`src/rtl/mycpu_pkg.sv`:
```
// mycpu_pkg: definitions shared by the instruction-fetch front end.
//   fetch_state_t : 2-bit encoding of the fetch controller FSM
//   RESET_VECTOR  : first fetch address after reset
//   EXC_VECTOR    : common exception entry point
//   is_misaligned : word-alignment test on a fetch address
package mycpu_pkg;

  typedef enum logic [1:0] {
    ST_IDLE = 2'd0,
    ST_REQ  = 2'd1,
    ST_WAIT = 2'd2,
    ST_HOLD = 2'd3
  } fetch_state_t;

  localparam logic [31:0] RESET_VECTOR = 32'hbfc0_0000;
  localparam logic [31:0] EXC_VECTOR   = 32'hbfc0_0380;

  function automatic logic is_misaligned(input logic [31:0] addr);
    return addr[1:0] != 2'b00;
  endfunction

endpackage

```
`src/rtl/fetch_stat_cnt.sv`:
```
// fetch_stat_cnt: free-running stall-cycle counter for the fetch front end.
// Only instantiated when FETCH_STAT_EN is defined.
//   clk : clock
//   rst : synchronous active-high reset, clears the count
//   en  : count this cycle
//   cnt : current count, wraps 32'hffff_ffff -> 0
module fetch_stat_cnt (
  input  logic        clk,
  input  logic        rst,
  input  logic        en,
  output logic [31:0] cnt
);

  always_ff @(posedge clk) begin
    if (rst) begin
      cnt <= '0;
    end else if (en) begin
      cnt <= cnt + 32'd1;
    end
  end

endmodule

```
`src/rtl/inst_fetch_ctrl.sv`:
```
// inst_fetch_ctrl: IF stage controller. Issues one instruction-SRAM request
// at a time, buffers a returned word while ID is stalled, squashes data that
// returns after a flush, and produces the registered IF/ID payload.
//
// Build option: FETCH_STAT_EN -- when defined, fetch_stall_cnt counts cycles
// with if_stall=1; when undefined it is tied to 0 and no counter exists.
//
// Ports
//   clk, rst          : clock, synchronous active-high reset
//   pc, pc_exp        : fetch address and its misalignment flag
//   flush             : redirect (exception / ERET) this cycle
//   id_stall          : ID cannot accept a new instruction
//   inst_req/addr     : SRAM request valid / address (= pc)
//   inst_addr_ok      : SRAM accepted the request
//   inst_data_ok/rdata: SRAM read data valid / data
//   if_stall          : holds the PC stage
//   id_valid/pc/inst/adel : registered IF/ID payload
//   fetch_stall_cnt   : stall-cycle statistic
//
// State table
//   state   | meaning
//   IDLE    | first cycle after reset, no request
//   REQ     | presenting pc to SRAM (or delivering an address error)
//   WAIT    | request accepted, waiting for data (cancel => discard it)
//   HOLD    | data returned while ID stalled, word kept in hold register
module inst_fetch_ctrl
  import mycpu_pkg::*;
(
  input  logic        clk,
  input  logic        rst,
  input  logic [31:0] pc,
  input  logic        pc_exp,
  input  logic        flush,
  input  logic        id_stall,
  output logic        inst_req,
  output logic [31:0] inst_addr,
  input  logic        inst_addr_ok,
  input  logic        inst_data_ok,
  input  logic [31:0] inst_rdata,
  output logic        if_stall,
  output logic        id_valid,
  output logic [31:0] id_pc,
  output logic [31:0] id_inst,
  output logic        id_adel,
  output logic [31:0] fetch_stall_cnt
);

  fetch_state_t state_q, state_d;
  logic         cancel_q, cancel_d;
  logic [31:0]  hold_q, hold_d;
  logic         deliver;
  logic [31:0]  word;
  logic         in_flight;

  assign inst_addr = pc;

  always_comb begin
    state_d   = state_q;
    cancel_d  = cancel_q;
    hold_d    = hold_q;
    inst_req  = 1'b0;
    deliver   = 1'b0;
    word      = '0;
    in_flight = 1'b0;

    case (state_q)
      ST_IDLE: state_d = ST_REQ;
      ST_REQ: begin
        if (pc_exp) begin
          // address error is delivered straight away, SRAM untouched
          deliver = 1'b1;
        end else begin
          inst_req = 1'b1;
          if (inst_addr_ok) begin
            state_d   = ST_WAIT;
            in_flight = 1'b1;
          end
        end
      end
      ST_WAIT: begin
        if (inst_data_ok) begin
          if (cancel_q) begin
            cancel_d = 1'b0;
            state_d  = ST_REQ;
          end else if (!id_stall) begin
            deliver = 1'b1;
            word    = inst_rdata;
            state_d = ST_REQ;
          end else begin
            hold_d  = inst_rdata;
            state_d = ST_HOLD;
          end
        end else begin
          in_flight = 1'b1;
        end
      end
      ST_HOLD: begin
        if (!id_stall) begin
          deliver = 1'b1;
          word    = hold_q;
          state_d = ST_REQ;
        end
      end
      default: state_d = ST_IDLE;
    endcase

    // A redirect overrides everything; a request the SRAM still owes us
    // must be drained in WAIT and thrown away.
    if (flush) begin
      state_d  = in_flight ? ST_WAIT : ST_REQ;
      cancel_d = in_flight;
    end

    if (rst) begin
      inst_req = 1'b0;
      deliver  = 1'b0;
    end

    if_stall = rst | ~(deliver | flush);
  end

  always_ff @(posedge clk) begin
    if (rst) begin
      state_q  <= ST_IDLE;
      cancel_q <= 1'b0;
      hold_q   <= '0;
      id_valid <= 1'b0;
      id_pc    <= '0;
      id_inst  <= '0;
      id_adel  <= 1'b0;
    end else begin
      state_q  <= state_d;
      cancel_q <= cancel_d;
      hold_q   <= hold_d;
      if (flush) begin
        id_valid <= 1'b0;
        id_adel  <= 1'b0;
      end else if (deliver) begin
        id_valid <= 1'b1;
        id_pc    <= pc;
        id_inst  <= word;
        id_adel  <= pc_exp;
      end else if (!id_stall) begin
        id_valid <= 1'b0;
      end
    end
  end

`ifdef FETCH_STAT_EN
  fetch_stat_cnt u_stat (
    .clk (clk),
    .rst (rst),
    .en  (if_stall),
    .cnt (fetch_stall_cnt)
  );
`else
  assign fetch_stall_cnt = '0;
`endif

endmodule

```
`config.mk`:
```
export PLATFORM = sky130hd
export DESIGN_NAME = inst_fetch_ctrl
export DESIGN_NICKNAME = d
export VERILOG_FILES = /design/src/rtl/mycpu_pkg.sv /design/src/rtl/fetch_stat_cnt.sv /design/src/rtl/inst_fetch_ctrl.sv
export SDC_FILE = /design/constraint.sdc
export NUM_CORES = 1
export LEC_CHECK = 0
export BUFFER_PORTS_ARGS = -buffer_cell sky130_fd_sc_hd__buf_2
export CAP_MARGIN = 20
export CORE_ASPECT_RATIO = 1.2
export CORE_MARGIN = 5
export CORE_UTILIZATION = 47
export DETAILED_ROUTE_END_ITERATION = 6
export HOLD_SLACK_MARGIN = 0.03
export PLACE_DENSITY_LB_ADDON = 0.2
export RECOVER_POWER = 100
export SLEW_MARGIN = 30
export SYNTH_ARGS = -nofsm -noshare
export SYNTH_HDL_FRONTEND = slang
export SYNTH_HIERARCHICAL = 1
export SYNTH_SLANG_ARGS = --single-unit
```
`constraint.sdc`:
```
create_clock -name clk -period 2.55 [get_ports clk]
set_input_delay 0.255 -clock clk [delete_from_list [all_inputs] [get_ports clk]]
set_output_delay 0.255 -clock clk [all_outputs]
set_load 0.05 [all_outputs]
```
Word-level counts from Yosys, hierarchy flattened --
Index checks and enable logic that the tools add are counted.
Word-level totals: memory bits (read-only) 0, bits of input ports 71, register bits 101, output and inout bits 132, word-level logic and storage cells 60, memories 0, bits in writable memories 0, bits in latches 0
Operators by class: $mul 0, shift-type cells 0, $lt $le $gt $ge 0, $add $sub $neg 0, multiplexer cells 32, equal/unequal tests 8, reductions and logical operators 8, bitwise gates (word level) 5, div/mod/pow operators 0
Operator list (number):
- $mux W32 | 4
- $pmux W32 S2 | 1
- $mux W1 | 16
- $mux W2 | 8
- $ne A3 B3 Y1 const B | 4
- $pmux W2 S4 | 1
- $reduce_and A4 Y1 | 2
- $eq A2 B2 Y1 const B | 2
- $reduce_and A2 Y1 | 2
- $reduce_bool A2 Y1 | 2
- $not A1 Y1 | 3
- $pmux W1 S3 | 1
- $eq A2 B1 Y1 const B | 1
- $logic_not A2 Y1 | 1
- $ne A2 B1 Y1 const B | 1
- $or A1 B1 Y1 | 2
- $pmux W1 S2 | 1
- $reduce_or A2 Y1 | 1

Longest topological paths before layout --
depth after elaboration 8, mapped depth 9, mapped depth without buffers 6

Worst setup path after synthesis --
No wires, ideal clock.
path type register to output, start register state_q[0], end output if_stall, stages on the path, launching flop included 7, path slack 0.289 ns, required time 2.295 ns, path buffers 1, arrival 2.006 ns, cell sequence dfxtp_1 > inv_1 > ha_1 > and3b_1 > buf_6 > o211a_1 > a21oi_1
On the way: word-level cells in the longest chain between the ends 6, elaborated cells between the ends (all ways) 8, classes of those cells 3 x eq/ne; 2 x mux; 3 x bitwise
RTL lines:
- start, declared | RTL line inst_fetch_ctrl.sv:48 | fetch_state_t state_q, state_d;
- start signal, assigned | RTL line inst_fetch_ctrl.sv:132 | state_q <= state_d;
- $eq A2 B2 Y1 / $eq A2 B1 Y1 (equally long branches) | RTL line inst_fetch_ctrl.sv:66 | case (state_q)
- $pmux W1 S3 (*) | RTL line inst_fetch_ctrl.sv:66
- $mux W1 (*) | RTL line inst_fetch_ctrl.sv:114 | if (rst) begin
- $or A1 B1 Y1 (*) | RTL line inst_fetch_ctrl.sv:119 | if_stall = rst | ~(deliver | flush);
- $not A1 Y1 (*) | RTL line inst_fetch_ctrl.sv:119
- $or A1 B1 Y1 (*) | RTL line inst_fetch_ctrl.sv:119
- end, declared | RTL line inst_fetch_ctrl.sv:40 | output logic if_stall,
Mark *: on every way between the ends. The rest lies on a longest branch, timed or not.

Worst setup path in the final report --
Same ends and word-level chain as after synthesis.

==> impl_metrics.yaml <==
status:
  status: "finished, final reports clean"
sta:
  maxSlewViolCount: 0
  rsz0062_at_grt: "false"
  skew_ns: 0.00541
  fmax_ghz: 0.411
  relSlewSlack_pct: 39.8
  finalSetupViolations: 0
  min_period_ns: 2.44
  hold_violations: 0
  setup_tns_ns: 0
  worstMarginPinSlew_ns: 0.904
  fin_crit_sh_pct: 95.5
routing:
  vias_per_cell: 4.99
  drt_pass1_iterations: 4
  drc: 0
  vias: 4075
  antenna_left: 0
  drt-initial-drc-count: 259
  routed_wl_mm: 11.6
  wl_per_cell_um: 14.2
power:
  clkPwrFrac_pct: 40.3
  p_leak_nw: 1.99
  internal_power_mw: 2.57
  vdd_drop_max_uv: 385
  power_mw: 3.58
  p_sw_share_pct: 28.2
  pwr-share-comb_pct: 14.7
  pwr_density_cell_mw_per_mm2: 679
  p_seq_share_pct: 45.0
  power_switching_mw: 1.01
cells_and_area:
  final_common_cell: "nand2_1"
  final_core_util_pct: 55.3
  seq_area_mm2: 0.00202
  drive_above_1_share_pct: 14.7
  diodes: 0
  multi_input_area_mm2: 0.00194
  nFillCells: 998
  layout_common_cells: "nand2_1 (164), dfxtp_1 (101), clkbuf_1 (100), buf_2 (70), a21oi_1 (67)"
  area_delta_synth_final_pct: 15.5
  final_nets: 765
global_route:
  grt_overflow_total: 0
  grt_pass1_vias: 3876
  grtUsageTotal_pct: 18.9
  grt.busiest_layer: "met2"
  grt_max_degree: 97
  grt_pass1_wl_mm: 18.6
  antenna_found_initial: 0
  grt_util_met1_pct: 21.6
  use_met2_pct: 34.6
  use_met3_pct: 3.68
critical_path:
  slowest_delay_ns: 0.39
  cp.arrival_ns: 2.18
  slowest_stage: "dfxtp_1"
  path_max_fanout: 18
  cp_num_buf_inv: 3
  start_kind: "flip-flop"
  critPathKind: "flip-flop to primary output"
  worstPathRequired_ns: 2.30
  cp-end-kind: "primary output"
  path_cells: "inv_1 > ha_1 > and3b_1 > buf_4 > o211a_1 > a21oi_1 > clkbuf_4"
  crit_family: "buffers and inverters"
yosys:
  seq_area_frac_synth_pct: 44.3
  synthesis.area_mm2: 0.00456
  postSynthCellCount: 571
  synth-edff-count: 0
  syn_area_per_cell_um2: 7.99
  ys.warnings.count: 6
  ys_types: 36
  ys_async_sr_fraction_pct: 0
  ys.flop_type: "dfxtp_1"
  ys_ff_latch: 101
clock_network:
  cts_tree: "built"
  clk_latency_ns: 0.33
  cts_sinks: 101
  ctsRootBufferMaster: "clkbuf_16"
  clk_pin_slew_ns: 0.07
  clock_path_buffers: 2
  htreeDepth: 3
  post_cts_buffers: 0
  cts_buffers: 9
floorplan:
  die_h_um: 118
  ios: 203
  fp.dieW_um: 99.9
  dieArea_mm2: 0.0118
  start_util_pct: 47.9
  coreArea_mm2: 0.00952
  rows: 39
placement:
  routabilityCongestion: 0.818
  dp_hpwl_mm: 8.08
  io_buffers: 170
job:
  drv_cap: 0
hold_path:
  hold_path.class: "input port to flip-flop"
==> power by group through the flow <==
stage	sequential [mW]	clock (mW)	combinational (mW)
detailed placement	1.65	0	0.537
global route	1.61	1.53	0.562
finish	1.61	1.44	0.527
CTS	1.61	1.47	0.537
global placement	1.65	0	0.531
floorplan	1.67	0	0.439
==> cells in the mapped netlist, types with 2 or more instances <==
cell | instances | area, µm²
clkbuf_1 | 26 | 97.6
ha_1 | 5 | 62.6
dfxtp_1 | 101 | 2020
o21ai_1 | 3 | 15.0
a21oi_1 | 67 | 335
buf_2 | 10 | 50.1
nand2_1 | 164 | 616
a22o_1 | 32 | 280
and3b_1 | 2 | 17.5
nor3_1 | 3 | 15.0
nand3_1 | 33 | 165
buf_4 | 64 | 480
nor2_1 | 2 | 7.51
buf_6 | 6 | 67.6
o21ai_0 | 29 | 145
inv_1 | 4 | 15.0
==> cell families after synthesis <==
group	Yosys count	synth area share [%]
other	1	0.0822
multiplexers	1	0.219
buffers and inverters	112	15.7
AO/OA/AOI/OAI	143	19.7
AND/OR/NAND/NOR	208	18.6
flip-flops	101	44.3
adder cells (fa/ha/maj)	5	1.37
==> state kept, by name, indices dropped and copies added (netlist names) <==
name / count
cancel_q: 1
hold_q: 32
id_adel: 1
id_inst: 32
id_pc: 32
id_valid: 1
state_q: 2
==> worst min-delay path: stages <==
cell     delay (ns)
buf_2          0.10
nand2_1        0.05
a21oi_1        0.05
==> cell type report <==
type / count / share of cell area (%)
flip-flops and latches: 101 / 38.4
multi-input cells: 389 / 36.8
repair buffers: 183 / 15.6
clock buffers: 10 / 4.35
well taps: 123 / 2.92
clock inverters: 6 / 1.66
inverters: 5 / 0.356
==> per-stage QoR <==
stage                     cells  area (µm²)  hold WS [ns]  setup WS (ns)
after detailed placement    801        5080         0.443          0.343
after global placement      801        5080         0.433          0.471
after floorplan             602        4680         0.391          0.289
after CTS                   817        5400         0.152         0.0725
final                       817        5270         0.164          0.114
after global routing        817        5270         0.159         0.0134
==> repair_timing <==
| item | CTS | global route |
|---|---|---|
| resized for setup | 0 | 1 |
| hold buffers | 0 | 0 |
| endpoints found under the setup margin | 0 | 1 |
==> metal layers <==
layer  part of all wire [%]  vias to the layer above
met5                      0                        -
met4                    1.2                        0
met3                    8.4                       14
met2                     50                      154
met1                     40                     1848
li1                       -                     2059
==> final timing paths <==
check,startpoint,end,slack (ns),depth (start not counted)
max,state_q[0],if_stall,0.11,7
min,inst_rdata[18],hold_q[18],0.16,3
max reg2reg,state_q[0],id_pc[29],0.26,8
min reg2reg,hold_q[4],hold_q[4],0.45,2
(Power assumes the default switching activity.)
